[config.mk]
export PLATFORM = sky130hd
export DESIGN_NAME = alu_rr_sched
export DESIGN_NICKNAME = d
export VERILOG_FILES = /design/src/rtl/alu_rr_sched.sv
export SDC_FILE = /design/constraint.sdc
export NUM_CORES = 1
export LEC_CHECK = 0
export ABC_CLOCK_PERIOD_IN_PS = 6800
export BUFFER_PORTS_ARGS = -buffer_cell sky130_fd_sc_hd__buf_2
export CAP_MARGIN = 20
export CORE_AREA = 2 2 103 85
export CTS_CLUSTER_SIZE = 16
export DETAILED_ROUTE_END_ITERATION = 8
export DIE_AREA = 0 0 105 87
export HOLD_SLACK_MARGIN = 0.03
export SYNTH_ARGS = -nofsm -noshare
export SYNTH_HDL_FRONTEND = slang
export SYNTH_SLANG_ARGS = --single-unit
export TNS_END_PERCENT = 50
[constraint.sdc]
create_clock -name clk -period 6.8 [get_ports clk]
set_clock_uncertainty 0.05 [all_clocks]
set_input_delay 1.36 -clock clk [delete_from_list [all_inputs] [get_ports clk]]
set_output_delay 1.36 -clock clk [all_outputs]
set_load 0.005 [all_outputs]
[src/rtl/alu_rr_sched.sv]
// alu_rr_sched
//   Shares one registered ALU between two requesters. A round-robin arbiter
//   grants one command at a time in IDLE. The command is latched, executed in
//   EXEC, and returned with the owner's ID as a one-cycle strobe in DONE.
//
// Ports
//   clk                       rising-edge clock
//   rst                       asynchronous, active-high reset
//   req0_valid / req0_ready   requester 0 handshake (ready is combinational)
//   req0_op, req0_a, req0_b   requester 0 opcode and operands
//   req1_*                    same as requester 0, for requester 1
//   rsp_valid                 one-cycle result strobe (state DONE)
//   rsp_id                    requester that owns the result
//   rsp_y                     result, WIDTH bits, wraps modulo 2^WIDTH
//   rsp_cout                  carry (ADD), not-borrow (SUB), else 0
//   rsp_zero                  rsp_y == 0
module alu_rr_sched #(
   parameter int WIDTH = 8
) (
   input  logic             clk,
   input  logic             rst,
   input  logic             req0_valid,
   output logic             req0_ready,
   input  logic [2:0]       req0_op,
   input  logic [WIDTH-1:0] req0_a,
   input  logic [WIDTH-1:0] req0_b,
   input  logic             req1_valid,
   output logic             req1_ready,
   input  logic [2:0]       req1_op,
   input  logic [WIDTH-1:0] req1_a,
   input  logic [WIDTH-1:0] req1_b,
   output logic             rsp_valid,
   output logic             rsp_id,
   output logic [WIDTH-1:0] rsp_y,
   output logic             rsp_cout,
   output logic             rsp_zero
);

   localparam logic [1:0] IDLE = 2'd0;
   localparam logic [1:0] EXEC = 2'd1;
   localparam logic [1:0] DONE = 2'd2;

   logic [1:0]       state;
   logic             last_grant;
   logic             grant;
   logic             accept;

   logic [2:0]       op_p0;
   logic [WIDTH-1:0] a_p0;
   logic [WIDTH-1:0] b_p0;
   logic             id_p0;

   logic [WIDTH:0]   res_p1;

   // Returns {carry_flag, result}. For SUB the top bit of the WIDTH+1 bit
   // difference is a borrow, so it is inverted to give not-borrow.
   function automatic logic [WIDTH:0] alu_eval(
      input logic [2:0]       op,
      input logic [WIDTH-1:0] a,
      input logic [WIDTH-1:0] b
   );
      logic [WIDTH:0] r;
      r = '0;
      case (op)
         3'b000:  r = {1'b0, a & b};
         3'b001:  r = {1'b0, a | b};
         3'b010:  r = {1'b0, a ^ b};
         3'b011:  r = {1'b0, ~a};
         3'b100:  r = {1'b0, a} + {1'b0, b};
         3'b101:  begin
            r         = {1'b0, a} - {1'b0, b};
            r[WIDTH]  = ~r[WIDTH];
         end
         3'b110:  r = {{WIDTH{1'b0}}, &a[3:0]};
         default: r = {1'b0, a};
      endcase
      return r;
   endfunction

   // With both valid, the requester that did not win last time goes next.
   always_comb begin
      grant = 1'b0;
      if (req0_valid && req1_valid) begin
         grant = ~last_grant;
      end else if (req1_valid) begin
         grant = 1'b1;
      end
   end

   // rst gating keeps both readys low while reset is held, even though the
   // state register already sits at IDLE during that time.
   assign req0_ready = (state == IDLE) && !rst && !grant && req0_valid;
   assign req1_ready = (state == IDLE) && !rst &&  grant && req1_valid;
   assign accept     = req0_ready || req1_ready;
   assign rsp_valid  = (state == DONE);

   always_ff @(posedge clk or posedge rst) begin
      if (rst) begin
         state      <= IDLE;
         last_grant <= 1'b1;
      end else begin
         case (state)
            IDLE: begin
               if (accept) begin
                  state      <= EXEC;
                  last_grant <= req1_ready;
               end
            end
            EXEC:    state <= DONE;
            default: state <= IDLE;
         endcase
      end
   end

   // Stage p0: command capture on the handshake
   always_ff @(posedge clk) begin
      if (accept) begin
         op_p0 <= req1_ready ? req1_op : req0_op;
         a_p0  <= req1_ready ? req1_a  : req0_a;
         b_p0  <= req1_ready ? req1_b  : req0_b;
         id_p0 <= req1_ready;
      end
   end

   // Stage p1: execute into the response registers
   assign res_p1 = alu_eval(op_p0, a_p0, b_p0);

   always_ff @(posedge clk or posedge rst) begin
      if (rst) begin
         rsp_id   <= 1'b0;
         rsp_y    <= '0;
         rsp_cout <= 1'b0;
         rsp_zero <= 1'b0;
      end else if (state == EXEC) begin
         rsp_id   <= id_p0;
         rsp_y    <= res_p1[WIDTH-1:0];
         rsp_cout <= res_p1[WIDTH];
         rsp_zero <= (res_p1[WIDTH-1:0] == '0);
      end
   end

endmodule
# ---- Word level (Yosys, flattened, before mapping)
# Cells that the tools add are included.
dict set report op_classes {
  n_addsub 2
  n_eq_ne 9
  n_mux 8
  n_bitwise 6
  reduce_logical 14
}
# op count
set op_table {}
lappend op_table {{9-bit case mux with 7 select lines} 1}
lappend op_table {{8-bit two-way mux} 2}
lappend op_table {{8-bit by 8-bit adder with 9-bit output} 1}
lappend op_table {{3-bit equality test (second input constant)} 3}
lappend op_table {{8-bit by 8-bit subtractor with 9-bit output} 1}
lappend op_table {{8-bit bitwise AND} 1}
lappend op_table {{8-bit zero test} 1}
lappend op_table {{8-bit NOT} 1}
lappend op_table {{8-bit OR} 1}
lappend op_table {{8-bit bitwise XOR} 1}
lappend op_table {{3-bit by 2-bit equality test with 1-bit output (second input constant)} 2}
lappend op_table {{1-bit logical AND} 6}
lappend op_table {{2-bit case mux with 2 select lines} 1}
lappend op_table {{4-bit AND reduction} 1}
lappend op_table {{3-bit by 1-bit equality test with 1-bit output (second input constant)} 1}
lappend op_table {{3-bit zero test} 1}
lappend op_table {{3-bit two-way mux} 1}
lappend op_table {{2-bit by 1-bit equality test with 1-bit output (second input constant)} 1}
lappend op_table {{2-bit equality test (second input constant)} 1}
lappend op_table {{1-bit zero test} 2}
lappend op_table {{2-bit zero test} 1}
lappend op_table {{1-bit two-way mux} 2}
lappend op_table {{2-bit two-way mux} 1}
lappend op_table {{2-bit inequality test (second input constant)} 1}
lappend op_table {{other kinds (3)} 4}
dict set report totals {
  regBits 34
  in_bits 42
  out_inout_bits 14
  word_cells 49
}

# ---- Longest topological paths before layout
dict set report logic_depth {
  word_depth 8
  depth_mapped 10
  ltp_nobuf 10
}

# ---- Least setup slack after synthesis
# Ideal clock, no wire load.
dict set report synth_path {
  path_kind {input-to-output}
  from {in rst}
  to {out req1_ready}
  arrival_time_ns 2.127
  slack_ns 3.263
  cell_stages 4
  path_buffers 1
  cell_sequence {nor3_1 -> nand3_1 -> inv_1 -> clkbuf_1}
}
dict set report synth_between {
  elab_chain_cells 4
}
# element line_no
set synth_lines {}
lappend synth_lines {{start, declared} 21} ;# input logic rst,
lappend synth_lines {{1-bit zero test (no line)} n/a}
lappend synth_lines {{1-bit logical AND (3 in a row)} 93} ;# assign req1_ready = (state == IDLE) && !rst && grant && req1_valid;
lappend synth_lines {{end, declared} 28} ;# output logic req1_ready,
# No other way between the ends.

# ---- Worst setup path after layout
# Ends and elaborated chain as after synthesis.

==> impl_metrics.py <==
metrics = {
    "logic_synthesis": {
        "synth_compound_area_share_pct": 20.0,
        "synth_top_family_by_area": "simple AND/OR/NAND/NOR gates",
        "synth_area_per_cell_um2": 8.43,
        "ys_seq_elements": 34,
        "ys.flop_type": "edfxtp_1",
        "syn_nets": 410,
        "mappedNetlistArea_um2": 2880,
        "yosys.area_share.simple_pct": 22.8,
        "syn-instance-count": 341,
        "synth_fa_ha_area_share_pct": 12.3,
        "yosysWarnings": 0,
        "synthArstFlopShare_pct": 41.2,
        "synth-edff-count": 20,
        "yosysSeqAreaShare_pct": 33.1,
        "yosys.area_share.xor_xnor_pct": 0.305,
        "yosysUniqueCellTypes": 65,
        "synth.area.mux_share_pct": 4.48,
    },
    "clocking": {
        "cts_resized": 0,
        "cts_max_level": 2,
        "cts_tree": "done",
        "cts_buffers": 5,
        "insertion_delay_ps": 290,
        "clk_pin_slew_worst_paths_ps": 70,
        "holdBufCountCts": 0,
        "cts_sinks": 34,
        "clockRootBuffer": "clkbuf_8",
        "post-cts-setup-buffer-count": 0,
        "clk_path_buf_depth": 2,
    },
    "sta": {
        "tightest_slew_ps": 818,
        "rsz0062_at_grt": "no",
        "fmax_mhz": 215,
        "holdWs_ps": 428,
        "period_minus_slack_ps": 4650,
        "slew_violations": 0,
        "min_period_over_period_pct": 68.4,
        "slew_headroom_pct": 45.4,
        "hold_viol_final": 0,
        "setup_viol": 0,
        "fin_tns_setup_ps": 0,
    },
    "global_route": {
        "grt_util_all_layers_pct": 14.8,
        "grt_remaining_overflow": 0,
        "use_met2_pct": 21.3,
        "met1_usage_pct": 21.1,
        "first_global_vias": 2175,
        "met3_usage_pct": 3.44,
        "grt_busiest_layer": "met2",
        "grt_start_max_net_pins": 42,
        "grt_pass1_wl_um": 10800,
        "grt_antenna_before_repair": 0,
    },
    "die": {
        "start_util_pct": 35.1,
        "num_io_pins": 56,
        "design.core.area_um2": 8180,
        "die_h_um": 87,
        "rows": 30,
        "die_w_um": 105,
        "dieArea_um2": 9140,
    },
    "setup_path": {
        "critPathSlowestCell": "inv_1",
        "arrival_ps": 3240,
        "cp_max_fo": 21,
        "cpPeakStageDelay_ps": 680,
        "worstPathCellList": "buf_2 -> nor3_1 -> nand3_1 -> inv_1 -> buf_2",
        "crit_path_end_kind": "output pin",
        "crit_required_ps": 5390,
        "start_kind": "primary input",
        "crit_top_cell": "buf_2",
        "worstRegToRegCells": 10,
        "path_class": "in2out",
    },
    "cells_and_area": {
        "layout_common_cells": "76 x nand2_1, 55 x buf_2, 27 x inv_1",
        "antennaDiodeCount": 0,
        "syn_to_final_growth_pct": 14.5,
        "fin_nets": 455,
        "layout_commonest_cell": "nand2_1",
        "final_cells": 499,
        "drive_gt1_share_pct": 21.2,
    },
    "detailed_routing": {
        "vias": 2390,
        "wl_um": 6550,
        "ant_nets": 0,
        "drtPass1Iterations": 4,
        "avgRoutedWirePerCell_um": 13.1,
        "drtIter0Drc": 173,
        "drc": 0,
        "viasPerCell": 4.79,
    },
    "power_and_ir_drop": {
        "peakVddDrop_mv": 0.0734,
        "leakage_nw": 1.58,
        "powerDensity_nw_per_um2": 206,
    },
    "outcome": {
        "status": "complete, no violations",
    },
    "place": {
        "post-dp-hpwl_um": 5100,
        "place.gp.congestion": 0.856,
        "io_buffer_count": 55,
        "dp_cells": 491,
    },
    "job": {
        "maxCapViolations": 0,
    },
    "worst_hold_path": {
        "hold_class": "reg2reg",
        "hold_path_depth": 2,
    },
}
[synth_stat cells (6+ instances only)]
cell | instances | area, um^2
nand2_1 | 76 | 285
inv_1 | 27 | 101
ha_1 | 25 | 313
edfxtp_1 | 20 | 601
nor2_1 | 19 | 71.3
o21ai_0 | 17 | 85.1
a21oi_1 | 14 | 70.1
dfrtp_1 | 13 | 325
nand2b_1 | 11 | 68.8
clkbuf_1 | 7 | 26.3
mux2_2 | 6 | 67.6
[critical path, delay by kind of cell]
kind / cells / cell delay (ps)
buffers and inverters: 3 / 1000
and+or+nand+nor: 2 / 880
[cells by family (layout without fill, tap and decap cells)]
kind of cell | count (synthesis) | after routing
multiplexers | 12 | 12
flip-flops | 34 | 34
adder cells (fa/ha/maj) | 27 | 27
XOR/XNOR | 1 | 1
buffers and inverters | 45 | 91
AO/OA/AOI/OAI | 81 | 81
AND/OR/NAND/NOR | 141 | 141
[power by group]
part | leakage, nW | internal, mW | total (mW) | switching, mW
Sequential | 0.361 | 0.260 | 0.285 | 0.0254
Clock | 0.0515 | 0.0816 | 0.155 | 0.0733
Combinational | 1.17 | 0.105 | 0.237 | 0.132
Total | 1.58 | 0.446 | 0.677 | 0.230
[final timing paths]
check | start | end | slack [ps]
max in group asynchronous | rst | last_grant$_DFFE_PP1P_ | 5250
max | rst | req1_ready | 2150
min in group asynchronous | rst | rsp_cout$_DFFE_PP0N_ | 1070
max reg2reg | a_p0[0]$_DFFE_PP_ | rsp_zero$_DFFE_PP0N_ | 4100
min reg2reg | rsp_y[0]$_DFFE_PP0N_ | rsp_y[0]$_DFFE_PP0N_ | 430
min | rsp_y[0]$_DFFE_PP0N_ | rsp_y[0]$_DFFE_PP0N_ | 430
[sequential cells by signal, summed over array words and instances, names as in the netlist]
| register | flops |
|---|---|
| state | 2 |
| rsp_cout | 1 |
| op_p0 | 3 |
| last_grant | 1 |
| rsp_y | 8 |
| a_p0 | 8 |
| b_p0 | 8 |
| rsp_zero | 1 |
| rsp_id | 1 |
| id_p0 | 1 |
[metrics by stage]
step / utilization (%) / worst slack (ps) / total power [mW] / cell area (um^2)
3_5_place_dp: 39.1 / 2080 / 0.526 / 3200
2_1_floorplan: - / 3260 / 0.450 / 2880
4_1_cts: 40.2 / 2080 / 0.684 / 3290
6_report: 40.2 / 2150 / 0.677 / 3290
5_1_grt: 40.2 / 1840 / 0.728 / 3290
3_3_place_gp: 39.1 / 2210 / 0.519 / 3200
[area by class of cell]
class	count	area, um^2
clock buffer	6	82.6
clock inverter	2	11.3
fill	860	4890
inverter	27	101
multi-input combinational	262	1720
sequential	34	952
tap	112	140
timing repair buffer	56	283
[per-layer routing]
layer / up-vias / wire length (um)
li1: 1267 / -
met1: 1044 / 3360
met2: 71 / 2690
met3: 8 / 358
met4: 0 / 143
met5: - / 0
Power figures use the tool's default switching activity.
